`config.mk`:
```
export PLATFORM = sky130hd
export DESIGN_NAME = rng_server
export DESIGN_NICKNAME = d
export VERILOG_FILES = /design/src/rtl/rng_pkg.sv /design/src/rtl/rr_arbiter.sv /design/src/rtl/rng_server.sv
export SDC_FILE = /design/constraint.sdc
export NUM_CORES = 1
export LEC_CHECK = 0
export ABC_CLOCK_PERIOD_IN_PS = 5570
export CAP_MARGIN = 30
export CORE_MARGIN = 2
export CORE_UTILIZATION = 50
export DETAILED_ROUTE_END_ITERATION = 16
export GPL_TIMING_DRIVEN = 0
export PLACE_DENSITY = 0.75
export SYNTH_ARGS = -nofsm -noshare
export SYNTH_HDL_FRONTEND = slang
export SYNTH_SLANG_ARGS = --single-unit
```
`constraint.sdc`:
```
create_clock -name clk -period 5.57 [get_ports clk]
set_input_delay 0.8355 -clock clk [delete_from_list [all_inputs] [get_ports clk]]
set_output_delay 0.8355 -clock clk [all_outputs]
set_load 0.01 [all_outputs]
```
`src/rtl/rng_pkg.sv`:
```
// Shared types and helpers for the random-number server: the xorshift32
// step function, the default seed, zero-seed substitution and the FSM enum.
package rng_pkg;

    localparam logic [31:0] DEFAULT_SEED = 32'h0000_0001;

    typedef enum logic {
        WARM  = 1'b0,
        READY = 1'b1
    } fsm_t;

    // One xorshift32 step with shift constants 13/17/5, 32-bit truncating.
    function automatic logic [31:0] xs_step(input logic [31:0] s);
        logic [31:0] a;
        logic [31:0] b;
        logic [31:0] c;
        a = s ^ (s << 5'd13);
        b = a ^ (a >> 5'd17);
        c = b ^ (b << 5'd5);
        return c;
    endfunction

    // An all-zero state would lock xorshift at zero forever, so it becomes 1.
    function automatic logic [31:0] fix_seed(input logic [31:0] s);
        logic [31:0] r;
        if (s == 32'h0000_0000) begin
            r = DEFAULT_SEED;
        end else begin
            r = s;
        end
        return r;
    endfunction

endpackage

```
`src/rtl/rr_arbiter.sv`:
```
// Combinational round-robin arbiter: grants the first eligible requester
// strictly after the pointer position, wrapping around. The pointer itself
// is held by the parent.
module rr_arbiter #(
    parameter int N = 4,
    parameter int W = $clog2(N)
) (
    input  logic [N-1:0] eligible,
    input  logic [W-1:0] ptr,
    output logic [N-1:0] grant,
    output logic [W-1:0] grant_idx,
    output logic         grant_vld
);

    logic [W-1:0] cand_s;

    // Scan requesters ptr+1, ptr+2, ... ptr (mod N) and take the first one set.
    always_comb begin
        grant     = {N{1'b0}};
        grant_idx = {W{1'b0}};
        grant_vld = 1'b0;
        cand_s    = {W{1'b0}};
        for (int i = 1; i <= N; i++) begin
            cand_s = W'((int'(ptr) + i) % N);
            if (!grant_vld && eligible[cand_s]) begin
                grant_vld        = 1'b1;
                grant[cand_s]    = 1'b1;
                grant_idx        = cand_s;
            end else begin
                grant_vld = grant_vld;
            end
        end
    end

endmodule

```
`src/rtl/rng_server.sv`:
```
// Shared random-number server: one xorshift32 generator handing out the low
// 16 bits of each new state to round-robin-arbitrated requesters. The
// generator advances only on a grant (or during warm-up), so every consumer
// sees a sequence fixed by the seed and the request order.
module rng_server
    import rng_pkg::*;
#(
    parameter int          N_REQ  = 4,
    parameter logic [31:0] SEED   = 32'h0000_0001,
    parameter int          WARMUP = 0
) (
    input  logic             clk,
    input  logic             rst,
    input  logic [N_REQ-1:0] req,
    output logic [N_REQ-1:0] ack,
    output logic [15:0]      rnd_data,
    input  logic             seed_load,
    input  logic [31:0]      seed_in,
    output logic             busy
);

    localparam int          PW        = $clog2(N_REQ);
    localparam logic [7:0]  WARM_CNT  = 8'(WARMUP);
    localparam fsm_t        FSM_LOAD  = (WARMUP > 0) ? WARM : READY;
    localparam logic [PW-1:0] PTR_INIT = PW'(N_REQ - 1);

    fsm_t             fsm_r;
    fsm_t             fsm_nxt_s;
    logic [31:0]      state_r;
    logic [31:0]      step_s;
    logic [7:0]       cnt_r;
    logic [N_REQ-1:0] ack_r;
    logic [15:0]      rnd_r;
    logic [PW-1:0]    ptr_r;
    logic [N_REQ-1:0] elig_s;
    logic [N_REQ-1:0] grant_s;
    logic [PW-1:0]    gidx_s;
    logic             gvld_s;
    logic             serve_s;
    logic             busy_s;

    assign step_s   = xs_step(state_r);
    // A requester acked this cycle sits out one cycle.
    assign elig_s   = req & ~ack_r;
    assign ack      = ack_r;
    assign rnd_data = rnd_r;
    assign busy     = busy_s;

    rr_arbiter #(
        .N (N_REQ),
        .W (PW)
    ) u_arb (
        .eligible  (elig_s),
        .ptr       (ptr_r),
        .grant     (grant_s),
        .grant_idx (gidx_s),
        .grant_vld (gvld_s)
    );

    // FSM state register.
    always_ff @(posedge clk or posedge rst) begin
        if (rst) begin
            fsm_r <= FSM_LOAD;
        end else begin
            fsm_r <= fsm_nxt_s;
        end
    end

    // FSM next state: seed load restarts warm-up; warm-up ends on its last step.
    always_comb begin
        fsm_nxt_s = fsm_r;
        case (fsm_r)
            WARM: begin
                if (seed_load) begin
                    fsm_nxt_s = FSM_LOAD;
                end else if (cnt_r <= 8'd1) begin
                    fsm_nxt_s = READY;
                end else begin
                    fsm_nxt_s = WARM;
                end
            end
            READY: begin
                if (seed_load) begin
                    fsm_nxt_s = FSM_LOAD;
                end else begin
                    fsm_nxt_s = READY;
                end
            end
            default: fsm_nxt_s = READY;
        endcase
    end

    // FSM outputs: busy during warm-up, serve only when ready with a winner.
    always_comb begin
        busy_s  = 1'b0;
        serve_s = 1'b0;
        if (fsm_r == WARM) begin
            busy_s = 1'b1;
        end else begin
            serve_s = gvld_s && !seed_load;
        end
    end

    // Generator, warm counter, grant pulse, output word and RR pointer.
    always_ff @(posedge clk or posedge rst) begin
        if (rst) begin
            state_r <= fix_seed(SEED);
            cnt_r   <= WARM_CNT;
            ack_r   <= {N_REQ{1'b0}};
            rnd_r   <= 16'h0000;
            ptr_r   <= PTR_INIT;
        end else if (seed_load) begin
            state_r <= fix_seed(seed_in);
            cnt_r   <= WARM_CNT;
            ack_r   <= {N_REQ{1'b0}};
        end else if (fsm_r == WARM) begin
            state_r <= step_s;
            cnt_r   <= cnt_r - 8'd1;
            ack_r   <= {N_REQ{1'b0}};
        end else if (serve_s) begin
            state_r <= step_s;
            ack_r   <= grant_s;
            rnd_r   <= step_s[15:0];
            ptr_r   <= gidx_s;
        end else begin
            ack_r   <= {N_REQ{1'b0}};
        end
    end

endmodule

```
Yosys cells after proc, flatten, opt, wreduce, memory -nomap -nowiden
Cells that the tools add are included.

Logic and storage cells: 88. Output and inout bits: 21. Input port bits: 39. Register bits: 63.

Magnitude comparators: 9. $add $sub $neg: 5. Equality and inequality tests: 2. Bitwise operators: 10. Muxes and demuxes: 42. Reduce and logical (&&, ||, !) cells: 14.

Operators by type and width (number): 32-bit 2-to-1 mux (4); 32-bit XOR (2); 32-bit zero test (1); 32-bit by 15-bit XOR with 32-bit output (1); 4-bit 2-to-1 mux (7); 1-bit 2-to-1 mux (16); 8-bit 2-to-1 mux (2); 2-bit by 3-bit less-than comparator with 1-bit output, second input constant (4); 4-bit OR (3); 1-bit binary-select mux with 2-bit select (4); 1-bit demux with 2-bit select (4); 2-bit by 1-bit >= comparator with 1-bit output, second input constant (4); 8-bit by 1-bit less-or-equal comparator with 1-bit output, second input constant (1); 1-bit logical AND (8); 2-bit 2-to-1 mux (4); 8-bit by 1-bit subtractor with 8-bit output, second input constant (1); 2-bit by 1-bit adder with 2-bit output, second input constant (2); 2-bit adder, second input constant (2); 4-bit bitwise AND (1); 1-bit zero test (4); 4-bit NOT (1); 3-bit by 2-bit inequality test with 1-bit output, second input constant (1); 3-bit AND reduction (1); 2-bit inequality test, second input constant (1); 2 further kinds (3).

Depth between registers and ports, before layout
Gate-level depths: netlist of run 1.

Depth in word-level cells: 19. Mapped depth: 8. Gate-level depth less buffers: 6.

Hierarchy
From an unflattened synthesis of run 1, not the netlist that was laid out.

Cells, all modules: 474. Area, all modules: 4471.8 µm².

Modules (own cells, without submodules): rng_server (cells an instance 388, instances 1, area an instance 3842.4 µm², seq. area each 1581.5 µm²); rr_arbiter (cells an instance 86, instances 1, area an instance 629.4 µm², seq. area each 0.0 µm²).

Worst setup path after synthesis of run 1
No wires, ideal clock.

Path kind: register to register. Start: register ptr_r[0]. End: register ack_r[0], in the netlist ack[0]. Path buffers: 1. Data required time: 5.436 ns. Data arrival time: 1.982 ns. Setup time: 0.134 ns. Period minus slack after synthesis: 2.116 ns. Stages on the path, launching flop included: 8. Slack: 3.454 ns. Cells stage by stage: dfstp_2 > buf_2 > inv_2 > ha_1 > mux2i_1 > mux2_2 > a221oi_1 > o22ai_1.

Cells in the longest elaborated chain, start to end: 18.

Ends and longest elaborated chain: from (decl) (RTL line rng_server.sv:34) `logic [PW-1:0] ptr_r;`; from (signal assigned) (RTL line rng_server.sv:124) `ptr_r <= gidx_s;`; parallel branches: the longest is 15 deep, another holds 2-bit by 3-bit less-than comparator with 1-bit output; 4-bit 2-to-1 mux (*) (RTL line rng_server.sv:120) `end else if (serve_s) begin`; 4-bit 2-to-1 mux (*) (RTL line rng_server.sv:116) `end else if (fsm_r == WARM) begin`; 4-bit 2-to-1 mux (*) (RTL line rng_server.sv:112) `end else if (seed_load) begin`; to (signal assigned) (RTL line rng_server.sv:115) `ack_r <= {N_REQ{1'b0}};`; to (signal assigned) (RTL line rng_server.sv:119) `ack_r <= {N_REQ{1'b0}};`; to (signal assigned) (RTL line rng_server.sv:122) `ack_r <= grant_s;`; to (decl) (RTL line rng_server.sv:32) `logic [N_REQ-1:0] ack_r;`.

Every way passes the cells marked *. The select of a mux whose other input is x is not followed. A chain may end at the register's enable or synchronous reset.

Worst setup path in the final report of run 1
Start: input req[0]. End: register state_r[8].

Cells in the longest elaborated chain, start to end: 16.

Ends and longest elaborated chain: from (decl) (RTL line rng_server.sv:14) `input logic [N_REQ-1:0] req,`; 4-bit bitwise AND (*) (RTL line rng_server.sv:44) `assign elig_s = req & ~ack_r;`; 1-bit binary-select mux with 2-bit select (RTL line rr_arbiter.sv:25) `if (!grant_vld && eligible[cand_s]) begin`; 1-bit 2-to-1 mux (implied by the code) (RTL line rr_arbiter.sv:25); 1-bit 2-to-1 mux (RTL line rr_arbiter.sv:25); 1-bit zero test (RTL line rr_arbiter.sv:25); 1-bit logical AND (RTL line rr_arbiter.sv:25); 1-bit 2-to-1 mux (RTL line rr_arbiter.sv:25); 1-bit zero test (RTL line rr_arbiter.sv:25); 1-bit logical AND (RTL line rr_arbiter.sv:25); 1-bit 2-to-1 mux (RTL line rr_arbiter.sv:25); 1-bit zero test (RTL line rr_arbiter.sv:25); 1-bit logical AND (RTL line rr_arbiter.sv:25); 1-bit 2-to-1 mux (*) (RTL line rr_arbiter.sv:25); 1-bit logical AND (*) (RTL line rng_server.sv:100) `serve_s = gvld_s && !seed_load;`; 1-bit 2-to-1 mux (*) (RTL line rng_server.sv:97) `if (fsm_r == WARM) begin`; 3-bit by 2-bit inequality test with 1-bit output (no line) (*); to (signal assigned) (RTL line rng_server.sv:107) `state_r <= fix_seed(SEED);`; to (signal assigned) (RTL line rng_server.sv:113) `state_r <= fix_seed(seed_in);`; to (signal assigned) (RTL line rng_server.sv:117) `state_r <= step_s;`; to (decl) (RTL line rng_server.sv:29) `logic [31:0] state_r;`.

Every way passes the cells marked *; elsewhere a longest branch is shown, timed or not. The select of a mux whose other input is x is not followed.

==> results.tsv, run 1 <==
stage	metric	value	unit
status	status	completed	
route	total wire length	11.0	mm
clocking	post-CTS sizing	0	
route	routed vias/inst	5.84	
logic_synthesis	top cells by area, synth	dfrtp_1, xnor2_1, o21ai_0	
clocking	postcts setup bufs	0	
critical_path	Setup crit end kind	register	
clocking	Clk pin slew, worst setup/hold paths	70	ps
finish	antenna diode count	0	
power_and_ir_drop	Clk network pwr share	12.2	%
logic_synthesis	number of synthesized flops with an enable pin	0	
critical_path	Worst EP required	5800	ps
min_path	Hold Path Depth	2	
timing	fmax	366	MHz
clocking	Root Driver	clkbuf_8	
job	total of max-cap violations	0	
floorplanning	# IOs	60	
logic_synthesis	count of cell types in the netlist	48	
clocking	CTS Buffer Depth	2	
route	Post-route DRC	0	
power_and_ir_drop	part of the power in registers	23.0	%
logic_synthesis	ys flop type	dfrtp_1	
grt	antenna violations before repair	0	
logic_synthesis	synth warn	0	
critical_path	Worst EP arrival	2970	ps
logic_synthesis	area leader, netlist	dfrtp_1	
route	DRT iter0 DRCs	212	
finish	Syn-to-layout area delta	23.6	%
timing	final worst slack	2840	ps
timing	worst relative slew slack	55.4	%
power_and_ir_drop	PD cells	734	mW/mm²
grt	first-pass GRT wire length	17.6	mm
timing	final setup TNS	0	ps
clocking	Clock Sinks	63	
timing	Clock Skews	12.1	ps
floorplanning	placement row count	32	
logic_synthesis	Post-synth ARST share	100	%
timing	RSZ-0062 raised after global routing	no	
grt	vias in the first global route	3402	
finish	Sequential Area	0.00158	mm²
placement	Placer Congestion	0.990	
floorplanning	core outline area	0.00777	mm²
timing	Worst-Margin Slew	669	ps
critical_path	R2R cell count	7	
critical_path	worst setup path category	in -> reg	
logic_synthesis	syn nets	476	
finish	Multi-input gate area	0.00231	mm²
timing	Slew Limit Fails	0	
timing	# setup viols final	0	
timing	minimum clock period	2730	ps
placement	HPWL after DPL	8.31	mm
route	Final ANT Viol Nets	0	
logic_synthesis	syn avg cell area	9.46	µm²
timing	final hold vios	0	
finish	fillers	638	
route	via count	3533	
power_and_ir_drop	Comb power frac	64.8	%
grt	aggregate global routing overflow	0	
placement	DP Worst Slack	2520	ps
floorplanning	Die ar.	0.00881	mm²
logic_synthesis	area share of the largest cell type after synthesis	36.6	%
floorplanning	Chip Height	93.9	µm
power_and_ir_drop	sw frac	43.3	%
route	First-pass DRT Iterations	5	
clocking	CTS tree	yes	
finish	layout net count	547	
logic_synthesis	Syn Inst Count	427	
power_and_ir_drop	worst vdd ir	350	µV
min_path	Hold Crit Class	reg -> reg	
clocking	# hold bufs at CTS	0	
timing	Tcrit/Tclk final	49.1	%
critical_path	critical path launch point type	input pin	
power_and_ir_drop	P_leak	2.04	nW
floorplanning	starting density of the core	52.0	%
finish	fraction of layout cells with a size suffix above 1	9.94	%
route	Routed WL per cell	18.2	µm
logic_synthesis	Post-Synthesis Cell Area	0.00404	mm²
placement	port buffer count	59	
floorplanning	die width	93.9	µm
logic_synthesis	Seq/Total Area, Yosys	39.2	%
power_and_ir_drop	Net Sw Power	1.59	mW
clocking	CTS Buf Count	9	
logic_synthesis	#FFs+latches synth	63	
clocking	H-tree depth	3	
clocking	worst-skew pair later-pin latency	360	ps
power_and_ir_drop	Int Pwr	2.08	mW
grt	largest net degree at the start of global routing	41	
grt	total routing usage reported by global routing	26.6	%
critical_path	worst-path fanout max	10	
finish	post-layout util	64.3	%
==> cell usage in the layout (no fill, tap or decap), types with 2 or more instances in the layout <==
master and instances:
nand3_1 7, mux2_2 5, nand2_1 39, buf_2 14, xnor3_1 2, clkinv_2 2
xnor2_2 4, dfrtp_1 59, xor2_1 18, bufinv_16 2, buf_1 3, clkdlybuf4s50_1 59
dfstp_2 4, o21a_1 3, clkbuf_1 13, xnor2_1 52, nand2b_1 4, o22ai_1 9
o311a_1 3, inv_1 5, o21ai_1 9, ha_1 10, a21oi_1 18, a21o_1 2
a31oi_1 2, o22a_1 4, nor2_1 39, a22oi_1 6, o211ai_1 4, mux2i_1 11
o21ai_0 34, clkbuf_8 10, a211oi_1 3, nand4_1 5, a221oi_1 5, nor4_1 10
mux4_2 2, nor2b_1 6, inv_2 2
==> sequential cells by signal, summed over array words and instances (netlist names) <==
signal	count
state_r	32
cnt_r	8
fsm_r	1
ack	4
rnd_data	16
ptr_r	2
==> layer usage <==
metal | vias up | wire [µm] | track usage, %
li1 | 1637 | - | -
met1 | 1709 | 5030 | 38.2
met2 | 163 | 5010 | 39.4
met3 | 24 | 725 | 5.14
met4 | 0 | 268 | 11.1
met5 | - | 0 | 0
==> power groups by stage <==
| stage | Clock, mW | Sequential, mW | Combinational, mW |
|---|---|---|---|
| after global routing | 0.475 | 0.865 | 2.61 |
| after detailed placement | 0 | 0.849 | 2.34 |
| after global placement | 0 | 0.836 | 2.29 |
| after CTS | 0.455 | 0.841 | 2.35 |
| after floorplan | 0 | 0.850 | 1.77 |
| final | 0.448 | 0.843 | 2.37 |
==> cells in the mapped netlist, drive strengths merged, types with 2 or more instances <==
cell type	n
nand2	39
xnor3	2
mux2	5
clkbuf	11
nor2	40
dfrtp	59
mux2i	11
nand3	7
a21oi	18
nor4	11
o22a	4
nand2b	4
xnor2	56
o22ai	9
a31oi	2
ha	10
o311a	3
a22oi	6
a211oi	3
dfstp	4
a221oi	5
mux4	2
xor2	19
a21o	2
o211ai	4
inv	7
nor2b	6
nand4	5
o21a	3
buf	17
o21ai	43
==> cell type report <==
class	instances	share of cell area (%)
buffer	28	2.46
clock buffer	12	2.91
clock inverter	4	1.40
inverter	7	0.526
multi-input combinational	329	46.2
sequential	63	31.7
tap	102	2.56
timing repair buffer	60	12.2
==> path summary, 6_finish.rpt <==
check                       startpoint           end  slack (ps)
max                             req[0]    state_r[8]        2840
min                        rnd_data[7]   rnd_data[7]         480
max reg2reg                   ptr_r[0]        ack[1]        3140
min reg2reg                rnd_data[7]   rnd_data[7]         480
max in group asynchronous          rst      ptr_r[0]        4080
min in group asynchronous          rst  rnd_data[10]         830
==> metrics by stage <==
stage	cell area [µm²]	total power [mW]	cells	hold slack (ps)
2_1_floorplan	4040	2.62	427	420
3_3_place_gp	4760	3.12	588	446
3_5_place_dp	4780	3.19	589	452
4_1_cts	4990	3.65	605	472
5_1_grt	4990	3.95	605	501
6_report	4990	3.66	605	477
==> worst max-delay path: stages <==
cell and delay (ps):
clkdlybuf4s50_1 430, nand2b_1 250, nand4_1 400, nor2_1 370, buf_2 320, a21oi_1 60
o2bb2a_1 310
==> cells by family after synthesis <==
kind of cell	after synthesis	synth area share [%]
buffers and inverters	35	3.69
AO/OA/AOI/OAI	107	16.5
AND/OR/NAND/NOR	116	13.4
XOR/XNOR	78	18.9
flip-flops	63	39.2
multiplexers	18	5.24
adder cells (fa/ha/maj)	10	3.10
No activity file was read; power rests on OpenSTA's default activity.
==> run 2: changes to the inputs <==
--- a/config.mk
+++ b/config.mk
@@ -5,13 +5,13 @@
 export SDC_FILE = /design/constraint.sdc
 export NUM_CORES = 1
 export LEC_CHECK = 0
-export ABC_CLOCK_PERIOD_IN_PS = 5570
+export ABC_CLOCK_PERIOD_IN_PS = 2250
 export CAP_MARGIN = 30
 export CORE_MARGIN = 2
 export CORE_UTILIZATION = 50
 export DETAILED_ROUTE_END_ITERATION = 16
 export GPL_TIMING_DRIVEN = 0
-export PLACE_DENSITY = 0.75
+export PLACE_DENSITY = 0.77
 export SYNTH_ARGS = -nofsm -noshare
 export SYNTH_HDL_FRONTEND = slang
 export SYNTH_SLANG_ARGS = --single-unit
==> constraint.sdc (replaced) <==
create_clock -name clk -period 2.25 [get_ports clk]
set_input_delay 0.3375 -clock clk [delete_from_list [all_inputs] [get_ports clk]]
set_output_delay 0.3375 -clock clk [all_outputs]
set_load 0.01 [all_outputs]
==> results.tsv, run 2 (synthesis gave the netlist of run 1 again) <==
stage	metric	value	unit	change
finish	fraction of layout cells with a size suffix above 1	12.0	%	+2.0 points
critical_path	Worst EP required	2480	ps	-3320 ps
timing	Tcrit/Tclk final	96.5	%	
power_and_ir_drop	Int Pwr	5.11	mW	+150%
clocking	CTS tree	yes		
route	Post-route DRC	0		unchanged
clocking	CTS Buffer Depth	2		unchanged
finish	Largest register FFs	32		unchanged
clocking	Clock Sinks	63		unchanged
timing	hold slack	325	ps	-152 ps
placement	port buffer count	59		unchanged
finish	non-filler cells, final	611		+0.99%
power_and_ir_drop	sw frac	44.2	%	+0.87 points
timing	worst relative slew slack	52.1	%	-3.3 points
clocking	H-tree depth	3		unchanged
clocking	Clk pin slew, worst setup/hold paths	80	ps	about the same
critical_path	critical path launch point type	register		
grt	first-pass GRT wire length	18.0	mm	+2.0%
floorplanning	die width	93.9	µm	unchanged
status	status	completed		
power_and_ir_drop	worst vdd ir	721	µV	+110%
floorplanning	placement row count	32		unchanged
clocking	Root Driver	clkbuf_8		
finish	Biggest register	state_r		
floorplanning	Chip Height	93.9	µm	unchanged
route	via count	3624		+2.6%
timing	RSZ-0062 raised after global routing	no		
timing	final hold vios	0		unchanged
critical_path	Worst R2R Setup Slack	80	ps	-3060 ps
grt	largest net degree at the start of global routing	42		+2.4%
floorplanning	core outline area	0.00777	mm²	unchanged
placement	HPWL after DPL	8.31	mm	about the same
placement	Placer Congestion	0.933		-5.8%
floorplanning	Die ar.	0.00881	mm²	unchanged
finish	layout net count	553		+1.1%
route	routed vias/inst	5.93		+1.6%
power_and_ir_drop	Net Sw Power	4.04	mW	+150%
route	Routed WL per cell	18.8	µm	+3.0%
timing	minimum clock period	2170	ps	
route	DRT iter0 DRCs	223		+5.2%
clocking	CTS Buf Count	9		unchanged
grt	aggregate global routing overflow	0		unchanged
grt	vias in the first global route	3350		-1.5%
finish	Syn-to-layout area delta	24.7	%	
route	First-pass DRT Iterations	4		-1
timing	fmax	461	MHz	
power_and_ir_drop	Comb power frac	66.1	%	+1.3 points
timing	Worst-Margin Slew	718	ps	+49.8 ps
finish	most frequent cells in the layout	dfrtp_1, clkdlybuf4s50_1, xnor2_1		
critical_path	Setup crit end kind	register		
finish	antenna diode count	0		unchanged
timing	Slew Limit Fails	0		unchanged
timing	Clock Skews	14.5	ps	+2.39 ps
grt	total routing usage reported by global routing	27.2	%	+0.55 points
grt	antenna violations before repair	0		unchanged
power_and_ir_drop	PD cells	1820	mW/mm²	+150%
critical_path	Worst EP arrival	2400	ps	-570 ps
job	total of max-cap violations	0		unchanged
power_and_ir_drop	Clk network pwr share	11.3	%	-0.9 points
placement	Placed Instances	589		unchanged
route	total wire length	11.5	mm	+4.0%
critical_path	worst-path fanout max	6		-4
floorplanning	starting density of the core	52.0	%	unchanged
route	Final ANT Viol Nets	0		unchanged
timing	# setup viols final	0		unchanged
power_and_ir_drop	P_leak	2.05	nW	+0.63%
floorplanning	# IOs	60		unchanged
power_and_ir_drop	part of the power in registers	22.6	%	-0.4 points
clocking	worst-skew pair later-pin latency	360	ps	about the same
critical_path	worst setup path category	reg -> reg		
min_path	Hold Crit Class	in -> async		
clocking	# hold bufs at CTS	0		unchanged
run 2: cell count changes in the layout (fill, tap and decap cells not counted), sizes merged:
| cell | before | now |
|---|---|---|
| clkinv | 2 | 3 |
| inv | 7 | 6 |
| clkbuf | 23 | 21 |
| buf | 18 | 24 |
| bufinv | 2 | 1 |
| clkinvlp | 0 | 3 |
run 2: cell type report:
class,instances,area [µm²]
sequential,63,1580
fill,641,2730
timing repair buffer,67,663
multi-input combinational,329,2320
tap,102,128
inverter,7,30.0
clock buffer,10,138
buffer,27,118
clock inverter,6,60.1
run 2: timing repair:
item                                    in CTS  in global routing
pin swaps                                    0                  1
endpoints found under the setup margin       5                 17
resized for setup                            0                  3
gates cloned                                 0                  0
buffers inserted                             1                  6
run 2: path summary, 6_finish.rpt:
kind / endpoint / cells past startpoint / start
max reg2reg: ack[1] / 6 / ptr_r[1]
min in group clk: rnd_data[7] / 2 / rnd_data[7]
max in group asynchronous: fsm_r / 3 / rst
max: ack[1] / 6 / ptr_r[1]
min: state_r[9] / 2 / rst
min reg2reg: rnd_data[7] / 2 / rnd_data[7]
run 2: routing by layer:
layer,share of wire (%),wire (µm),GRT usage [%],vias up
met5,0,0,0,-
met4,2.5,284,8.09,0
met3,7.3,833,5.54,29
met2,46,5310,41.4,183
met1,44,5040,39.1,1756
li1,-,-,-,1656
run 2: critical path, cell delays in order (launching register included):
cell and delay (ps):
dfstp_2 580, clkinvlp_4 150, ha_2 410, mux2i_1 130, mux2_2 350, a221oi_1 270, o22ai_1 140
run 2: power groups by stage:
stage / logic, mW / clock network (mW) / registers, mW
2_1_floorplan: 4.37 / 0 / 2.10
3_3_place_gp: 5.64 / 0 / 2.07
3_5_place_dp: 5.77 / 0 / 2.10
4_1_cts: 5.83 / 1.02 / 2.07
5_1_grt: 6.58 / 1.10 / 2.13
6_report: 6.05 / 1.03 / 2.07
run 2: stage by stage:
stage,utilization (%),setup WS (ps),setup TNS [ps],power [mW],instance area (µm²)
after floorplan,-,134,0,6.48,4040
after global placement,61.2,-862,-54950,7.70,4760
after detailed placement,61.5,-325,-5380,7.87,4780
after CTS,64.1,5.45,0,8.93,4980
after global routing,64.8,11.6,0,9.81,5030
final,64.8,79.7,0,9.15,5030
==> run 3: changes to the inputs <==
--- a/config.mk
+++ b/config.mk
@@ -9,9 +9,11 @@
 export CAP_MARGIN = 30
 export CORE_MARGIN = 2
 export CORE_UTILIZATION = 50
+export CTS_CLUSTER_DIAMETER = 150
 export DETAILED_ROUTE_END_ITERATION = 16
 export GPL_TIMING_DRIVEN = 0
 export PLACE_DENSITY = 0.77
+export SLEW_MARGIN = 20
 export SYNTH_ARGS = -nofsm -noshare
 export SYNTH_HDL_FRONTEND = slang
 export SYNTH_SLANG_ARGS = --single-unit
==> results.tsv, run 3 (synthesis gave the netlist of run 1 again) <==
stage	metric	value	unit	change
status	status	completed		
placement	port buffer count	59		unchanged
clocking	Clk pin slew, worst setup/hold paths	70	ps	about the same
grt	most used routing layer	met2		
floorplanning	# IOs	60		unchanged
grt	vias in the first global route	3340		-0.30%
placement	DP Worst Slack	-314	ps	+11.2 ps
timing	RSZ-0062 raised after global routing	yes		
finish	fraction of layout cells with a size suffix above 1	11.7	%	-0.32 points
grt	GR Util met3	4.41	%	-1.1 points
grt	first-pass GRT wire length	17.5	mm	-2.6%
critical_path	Largest delay share family, worst path	simple AND/OR/NAND/NOR gates		
finish	post-layout util	64.5	%	-0.32 points
critical_path	Setup crit end kind	register		
timing	worst relative slew slack	52.1	%	about the same
grt	met1 usage	38.2	%	-0.95 points
clocking	CTS Buffer Depth	2		unchanged
critical_path	worst setup path category	in -> reg		
placement	HPWL after DPL	8.26	mm	-0.54%
grt	routing usage on met2	39.8	%	-1.7 points
clocking	worst-skew pair later-pin latency	360	ps	about the same
finish	final instance area	0.00501	mm²	-0.50%
route	routed vias/inst	5.91		-0.39%
clocking	Clock Sinks	63		unchanged
floorplanning	Die ar.	0.00881	mm²	unchanged
critical_path	WP buf/inv	2		+1
clocking	H-tree depth	3		unchanged
power_and_ir_drop	PD cells	1810	mW/mm²	-0.60%
timing	minimum clock period	2170	ps	+3.88 ps
floorplanning	placement row count	32		unchanged
finish	Biggest register	state_r		
critical_path	worst-path fanout max	10		+4
placement	placed cell area	0.00478	mm²	about the same
min_path	Hold Crit Class	in -> async		
clocking	CTS Buf Count	9		unchanged
floorplanning	Chip Height	93.9	µm	unchanged
finish	layout net count	551		-0.36%
floorplanning	starting density of the core	52.0	%	unchanged
timing	final worst slack	75.8	ps	-3.88 ps
power_and_ir_drop	P_leak	2.04	nW	-0.63%
floorplanning	core outline area	0.00777	mm²	unchanged
route	total wire length	11.3	mm	-1.4%
route	Final ANT Viol Nets	0		unchanged
critical_path	max incr delay on CP	430	ps	-150 ps
clocking	# hold bufs at CTS	0		unchanged
route	via count	3592		-0.88%
placement	Placer Congestion	0.933		unchanged
timing	Clock Skews	9.80	ps	-4.71 ps
clocking	Root Driver	clkbuf_8		
finish	fillers	669		+4.4%
grt	total routing usage reported by global routing	26.6	%	-0.57 points
power_and_ir_drop	worst vdd ir	868	µV	+20%
job	total of max-cap violations	0		unchanged
route	First-pass DRT Iterations	5		+1
finish	antenna diode count	0		unchanged
critical_path	Worst EP required	2490	ps	about the same
critical_path	critical path launch point type	input pin		
grt	aggregate global routing overflow	0		unchanged
timing	hold slack	301	ps	-24.0 ps
floorplanning	die width	93.9	µm	unchanged
route	Post-route DRC	0		unchanged
critical_path	Worst EP arrival	2410	ps	about the same
grt	largest net degree at the start of global routing	40		-4.8%
grt	antenna violations before repair	0		unchanged
route	Routed WL per cell	18.6	µm	-0.90%
finish	Syn-to-layout area delta	24.0	%	
timing	Worst-Margin Slew	718	ps	+0.00644 ps
route	DRT iter0 DRCs	201		-9.9%
critical_path	Crit-path slowest cell	nand4_1		
timing	Slew Limit Fails	0		unchanged
clocking	CTS tree	yes		
timing	Tcrit/Tclk final	96.6	%	+0.17 points
finish	most frequent cells in the layout	dfrtp_1, clkdlybuf4s50_1, xnor2_1		
timing	fmax	460	MHz	-0.18%
timing	final hold vios	0		unchanged
finish	Largest register FFs	32		unchanged
timing	# setup viols final	0		unchanged
critical_path	critical-path cell list	clkdlybuf4s50_1, nand2b_1, nand4_1, nor2_2, buf_2, a21oi_1, o2bb2a_1		
==> run 3: cell type report <==
cell class	count	area, µm²	area share [%]
clock buffer	12	165	3.30
buffer	27	118	2.35
tap	102	128	2.55
multi-input combinational	329	2320	46.3
timing repair buffer	65	648	12.9
clock inverter	3	17.5	0.350
inverter	7	32.5	0.649
sequential	63	1580	31.6
==> run 3: metal layers <==
metal / vias to the layer above / share of wire [%]
met5: - / 0
met4: 0 / 2.3
met3: 21 / 7.0
met2: 190 / 46
met1: 1736 / 44
li1: 1645 / -
==> run 3: report_power, final <==
part,internal (mW),switching [mW]
registers,1.68,0.389
clock network,0.480,0.450
logic,2.88,3.17
total,5.04,4.01
==> run 3: metrics by stage <==
stage | instances | setup TNS [ps] | total power [mW]
final | 608 | 0 | 9.05
after global routing | 608 | -20.8 | 9.66
after CTS | 604 | 0 | 8.86
after global placement | 588 | -54950 | 7.70
after detailed placement | 589 | -5320 | 7.88
after floorplan | 427 | 0 | 6.48
==> run 3: worst paths after layout <==
check,depth (start not counted),from,to,slack (ps)
worst max-delay path,7,req[0],state_r[8],80
worst min-delay path,2,rst,rnd_data[6],300
worst max register to register,6,ack[0],state_r[8],90
worst min register to register,1,cnt_r[7],fsm_r,460
max in group asynchronous,3,rst,state_r[0],1370
min in group clk,1,cnt_r[7],fsm_r,460
==> run 3: repair_timing <==
action | in CTS | in global routing
endpoints found under the setup margin | 4 | 12
buffers inserted | 1 | 4
gates resized for setup | 0 | 4
